## src/rtl/seg_scan_pkg.sv

```systemverilog
// seg_scan_pkg: shared types, constants and the digit blanking rule for seg_scan_ctrl
//   state_t  : scan FSM states
//   is_blank : 1 when a digit must show no segments (invalid BCD or leading zero)
package seg_scan_pkg;

   typedef enum logic [1:0] {IDLE, BLANK, DRIVE} state_t;

   localparam int         BCD_MAX    = 9;
   localparam logic [6:0] SEG_OFF    = 7'h00;
   localparam int         MAX_DIGITS = 8;

   // digits is zero-extended to MAX_DIGITS, so absent upper digits count as zeros
   function automatic logic is_blank(input logic [4*MAX_DIGITS-1:0] digits,
                                     input logic [2:0] idx, input logic lzb);
      logic lz;
      lz = 1'b1;
      for (int j = 0; j < MAX_DIGITS; j++)
         if (j >= int'(idx) && digits[4*j +: 4] != 4'd0) lz = 1'b0;
      return (digits[4*idx +: 4] > 4'(BCD_MAX)) || (lzb && idx != 3'd0 && lz);
   endfunction

endpackage

```

## src/rtl/scan_timer.sv

```systemverilog
// scan_timer: down-counter with load and terminal count, times blank and dwell periods
//   load_i/val_i : reload the counter with val_i
//   tc_o         : counter is zero (last cycle of the current period)
module scan_timer #(
   parameter int W = 8
) (
   input  logic         clk,
   input  logic         rst,
   input  logic         load_i,
   input  logic [W-1:0] val_i,
   output logic         tc_o
);

   logic [W-1:0] cnt_q, cnt_d;

   always_comb cnt_d = load_i ? val_i : (cnt_q != '0 ? cnt_q - 1'b1 : cnt_q);

   always_ff @(posedge clk or posedge rst)
      if (rst) cnt_q <= '0;
      else     cnt_q <= cnt_d;

   assign tc_o = cnt_q == '0;

endmodule

```

## src/rtl/seg_scan_ctrl.sv

```systemverilog
// seg_scan_ctrl: time-multiplexed common-anode seven-segment scan controller
//   en, lzb_en                       : scan enable, leading-zero blanking
//   load_valid/load_ready/load_data  : display update handshake, applied at frame boundaries
//   bcd_out -> external decoder -> seg_in, registered onto seg_out
//   an (active-low anodes), frame_done (end-of-frame pulse), err (sticky invalid digit)
module seg_scan_ctrl
   import seg_scan_pkg::*;
#(
   parameter int NUM_DIGITS   = 4,
   parameter int DWELL_CYCLES = 1000,
   parameter int BLANK_CYCLES = 16
) (
   input  logic                    clk,
   input  logic                    rst,
   input  logic                    en,
   input  logic                    lzb_en,
   input  logic                    load_valid,
   output logic                    load_ready,
   input  logic [4*NUM_DIGITS-1:0] load_data,
   output logic [3:0]              bcd_out,
   input  logic [6:0]              seg_in,
   output logic [6:0]              seg_out,
   output logic [NUM_DIGITS-1:0]   an,
   output logic                    frame_done,
   output logic                    err
);

   localparam int IW   = $clog2(NUM_DIGITS);
   localparam int MAXC = DWELL_CYCLES > BLANK_CYCLES ? DWELL_CYCLES : BLANK_CYCLES;
   localparam int TW   = $clog2(MAXC + 1);

   state_t                  state_q, state_d;
   logic [IW-1:0]           idx_q, idx_d;
   logic [4*NUM_DIGITS-1:0] act_q, act_d, pend_q, pend_d;
   logic                    pend_full_q, pend_full_d;
   logic                    err_q, err_d;
   logic [NUM_DIGITS-1:0]   an_q, an_d;
   logic [6:0]              seg_q, seg_d;
   logic                    tc, tmr_load, boundary, accept, promote, blank;
   logic [TW-1:0]           tmr_val;

   scan_timer #(.W(TW)) u_timer (
      .clk    (clk),
      .rst    (rst),
      .load_i (tmr_load),
      .val_i  (tmr_val),
      .tc_o   (tc)
   );

   always_comb begin
      state_d  = state_q;
      idx_d    = idx_q;
      boundary = 1'b0;
      if (!en) begin
         state_d = IDLE;
         idx_d   = '0;
      end else begin
         case (state_q)
            IDLE:    begin state_d = BLANK; idx_d = '0; end
            BLANK:   if (tc) state_d = DRIVE;
            DRIVE:   if (tc) begin
                        state_d  = BLANK;
                        boundary = idx_q == IW'(NUM_DIGITS - 1);
                        idx_d    = boundary ? '0 : idx_q + 1'b1;
                     end
            default: state_d = IDLE;
         endcase
      end
      // IDLE keeps the timer primed with the blank period for the next start
      tmr_load    = state_q == IDLE || tc;
      tmr_val     = state_d == DRIVE ? TW'(DWELL_CYCLES - 1) : TW'(BLANK_CYCLES - 1);
      accept      = load_valid && !pend_full_q;
      promote     = pend_full_q && (boundary || state_q == IDLE);
      pend_d      = accept ? load_data : pend_q;
      pend_full_d = accept || (pend_full_q && !promote);
      act_d       = promote ? pend_q : act_q;
      blank       = is_blank(32'(act_q), 3'(idx_q), lzb_en);
      // anodes and segments are both registered from the next state so they change together
      an_d        = '1;
      if (state_d == DRIVE) an_d[idx_d] = 1'b0;
      seg_d       = (state_d == DRIVE && !blank) ? seg_in : SEG_OFF;
      err_d       = (state_q == BLANK && state_d == DRIVE && act_q[4*idx_q +: 4] > 4'(BCD_MAX))
                    || (err_q && !accept);
   end

   always_ff @(posedge clk or posedge rst)
      if (rst) begin
         state_q     <= IDLE;
         idx_q       <= '0;
         act_q       <= '0;
         pend_q      <= '0;
         pend_full_q <= 1'b0;
         err_q       <= 1'b0;
         an_q        <= '1;
         seg_q       <= SEG_OFF;
      end else begin
         state_q     <= state_d;
         idx_q       <= idx_d;
         act_q       <= act_d;
         pend_q      <= pend_d;
         pend_full_q <= pend_full_d;
         err_q       <= err_d;
         an_q        <= an_d;
         seg_q       <= seg_d;
      end

   assign load_ready = !pend_full_q;
   assign bcd_out    = act_q[4*idx_q +: 4];
   assign seg_out    = seg_q;
   assign an         = an_q;
   assign frame_done = boundary;
   assign err        = err_q;

endmodule

```

## config.mk

```make
export PLATFORM = sky130hd
export DESIGN_NAME = seg_scan_ctrl
export DESIGN_NICKNAME = d
export VERILOG_FILES = /design/src/rtl/seg_scan_pkg.sv /design/src/rtl/scan_timer.sv /design/src/rtl/seg_scan_ctrl.sv
export SDC_FILE = /design/constraint.sdc
export NUM_CORES = 1
export LEC_CHECK = 0
export ABC_AREA = 0
export CELL_PAD_IN_SITES_DETAIL_PLACEMENT = 0
export CELL_PAD_IN_SITES_GLOBAL_PLACEMENT = 1
export CORE_UTILIZATION = 38
export CTS_BUF_LIST = sky130_fd_sc_hd__clkbuf_16
export DETAILED_ROUTE_END_ITERATION = 8
export PLACE_DENSITY_LB_ADDON = 0.1
export SYNTH_ARGS = -nofsm -noshare
export SYNTH_HDL_FRONTEND = slang
export SYNTH_SLANG_ARGS = --single-unit
```

## constraint.sdc

```tcl
create_clock -name clk -period 2 [get_ports clk]
set_clock_uncertainty 0.05 [all_clocks]
set_input_delay 0.4 -clock clk [delete_from_list [all_inputs] [get_ports clk]]
set_output_delay 0.4 -clock clk [all_outputs]
set_load 0.05 [all_outputs]
```

==> results.tsv, run 1 <==
metric	value	unit
Starting DRT DRC Count	109	
final instance area	0.00384	mm2
Placeable Area	0.00676	mm2
max-slew violation count	0	
Core Util, Final	56.8	%
GPL Wtd Cong	0.759	
WP data required	1.55	ns
Final min period	2.32	ns
status	finished with violations	
layout cell share with drive strength beyond 1	39.2	%
setup TNS	-2.12	ns
critical-path cell list	inv_2, ha_4, or3b_4, nor4_4, buf_4, buf_12	
DRC Markers	0	
Reg2Reg Depth	8	
row count	30	
vias in the first global route	1840	
worst r2r dst	act_q[6]$_DFFE_PP0P_	
PwrDens	1060	mW/mm2
Syn Std Cell Area	0.00264	mm2
Buf/Inv on CP	3	
Die Height	85.4	um
grt ovf	0	
maximum vdd drop	0.501	mV
Initial Util	39.1	%
Synth warnings	0	
Synth area leader	dfrtp_1	
max-cap violations	0	
synthesized flop and latch total	59	
Reg-to-Reg Start	u_timer.cnt_q[0]$_DFFE_PP0P_	
Critical Path End Type	output port	
H-tree depth	3	
Clock Sinks	59	
placed wire-length estimate	3730	um
Final #Nets	320	
Worst Path Class, Setup	flop to output port	
DR pass1 iterations	4	
FF-to-FF setup slack	-0.14	ns
Worst slew margin	54.0	%
final worst slack	-0.317	ns
Post-synth ARST share	100	%
crit-path leading delay family	simple AND/OR/NAND/NOR gates	
Yosys top cell area share	52.1	%
count leader, synth	dfrtp_1	
Leakage	1.65	nW
drt wl/cell	14.6	um
startpoint types	flop	
largest net degree at the start of global routing	60	
Die Footprint	0.00729	mm2
initial antenna violation count	0	
CTS Hold Bufs	0	
Longest Clk Path Bufs	2	
Top FF cell, synth	dfrtp_1	
violated checks	negative setup slack	
crit-path max cell delay	0.39	ns
GRT Util Overall	16.9	%
number of flops mapped to enable cells by yosys	0	
Hold WC Path Type	primary input to async pin	
via count	1854	
Final Hold Fails	0	
I/O pins	46	
Final period util	116	%
sequential cell area fraction in the yosys report	56.1	%
ant diodes	0	
most frequent cells after synthesis	55 x dfrtp_1, 23 x mux2_2, 14 x nor2_1, 14 x o21ai_0, 10 x inv_1	
worst-path maximum fanout	2	
Max Clk Rate	432	MHz
slowest cell on the critical path	dfrtp_1	
cells after synthesis	202	
clock root cell	clkbuf_16	
area delta synth->final	45.2	%
TritonCTS clock tree	built	
first-pass GRT wire length	9210	um
Mapped Avg Cell Area	13.1	um2
Vias/cell	5.00	
Final setup viols	17	
Clock Latency Late Sink	0.32	ns
library cells used by synthesis	43	
syn nets	236	
input/output buffers	45	
top post-synthesis cells by area	dfrtp_1 52%, mux2_2 9.8%, mux2_4 5.1%, dfstp_2 4.0%, mux4_2 3.4%	
Clock transition at path regs	0.05	ns
Placed Area	0.00339	mm2
crit path DAT	1.87	ns
Die Wd	85.4	um
Slew @ Worst Pin	0.687	ns
final wirelength	5430	um
CTS Buf Count	9	
unrepaired setup endpoints after global routing	true	
Final ANT Viol Nets	0	
## worst max path at each step
stage | startpoint | end | slack (ns) | cells past startpoint
final | u_timer.cnt_q[0]$_DFFE_PP0P_ | frame_done | -0.32 | 6
after global routing | u_timer.cnt_q[0]$_DFFE_PP0P_ | frame_done | -0.40 | 6
after CTS | u_timer.cnt_q[7]$_DFFE_PP0P_ | frame_done | -0.35 | 4
after detailed placement | en | act_q[14]$_DFFE_PP0P_ | -0.20 | 5
after global placement | en | act_q[10]$_DFFE_PP0P_ | -0.20 | 5
after floorplan | u_timer.cnt_q[0]$_DFFE_PP0P_ | act_q[0]$_DFFE_PP0P_ | -0.59 | 7
## final cells by class
cell class,count,area (um2)
Clock inverter,7,100
Multi-Input combinational cell,129,1170
Tap cell,80,100
Inverter,10,37.5
Timing Repair Buffer,77,726
Fill cell,577,2920
Clock buffer,9,225
Sequential cell,59,1480
## routing by layer
metal | global-route usage [%] | routed length (um) | part of all wire (%)
met1 | 23.0 | 2630 | 48
met4 | 8.64 | 101 | 1.9
met3 | 4.28 | 189 | 3.5
met2 | 25.1 | 2510 | 46
met5 | 0 | 0 | 0
## tightest hold or removal path, delay by kind of cell
family | cells | cell delay (ns)
buffers and inverters | 3 | 0.76
## where the power goes
group | leakage, nW | internal [mW] | total [mW] | switching, mW
Combinational | 0.785 | 0.458 | 0.812 | 0.353
Clock | 0.148 | 1.09 | 1.65 | 0.551
Sequential | 0.716 | 1.43 | 1.61 | 0.178
Total | 1.65 | 2.98 | 4.06 | 1.08
## cell usage in the layout, fill, tap and decap left out, drive strengths merged, types with 4 or more instances in the layout
cell type       n
ha              6
dfstp           4
nor4            6
clkdlybuf4s50  35
o21ai          18
nand2           6
buf            42
mux4            4
inv            11
clkbuf          9
dfrtp          55
nor2           14
mux2           32
xnor2           5
## flip-flops by register name, indices dropped and copies added (netlist names)
name and cells:
act_q 16, an 4, err 1, idx_q 2, pend_full_q 1, pend_q 16, seg_out 7, state_q 2
u_timer.cnt_q 10
## cells by family (layout without fill, tap and decap cells)
group           Yosys count  count (layout)  synth area share [%]
xor+xnor                  8               8                  2.65
flops                    59              59                  56.1
buf+inv                  16             103                  2.56
compound gates           25              27                  5.40
mux                      36              36                  18.3
simple gates             52              52                  12.2
fa+ha+maj                 6               6                  2.84
## what timing repair did
action                                  CTS  global route
endpoints found under the hold margin     0             0
endpoints found under the setup margin   22            33
pin swaps                                 3             1
buffers inserted                          3             3
gates resized for setup                  12             5
gates cloned                              2             0
## per-stage QoR
step           total power, mW  worst slack [ns]  hold slack [ns]  std cells
2_1_floorplan             2.11            -0.595            0.392        202
3_3_place_gp              2.38            -0.201            0.436        348
3_5_place_dp              2.39            -0.204            0.440        348
4_1_cts                   4.10            -0.348            0.408        369
5_1_grt                   4.25            -0.404            0.442        371
6_report                  4.06            -0.317            0.392        371
Power figures use the tool's default switching activity.
==> inputs of run 2 (changes only) <==
Settings changed: CAP_MARGIN set to 5.
==> results of run 2 <==
Final layout, timing and power as in run 1 (identical DEF).
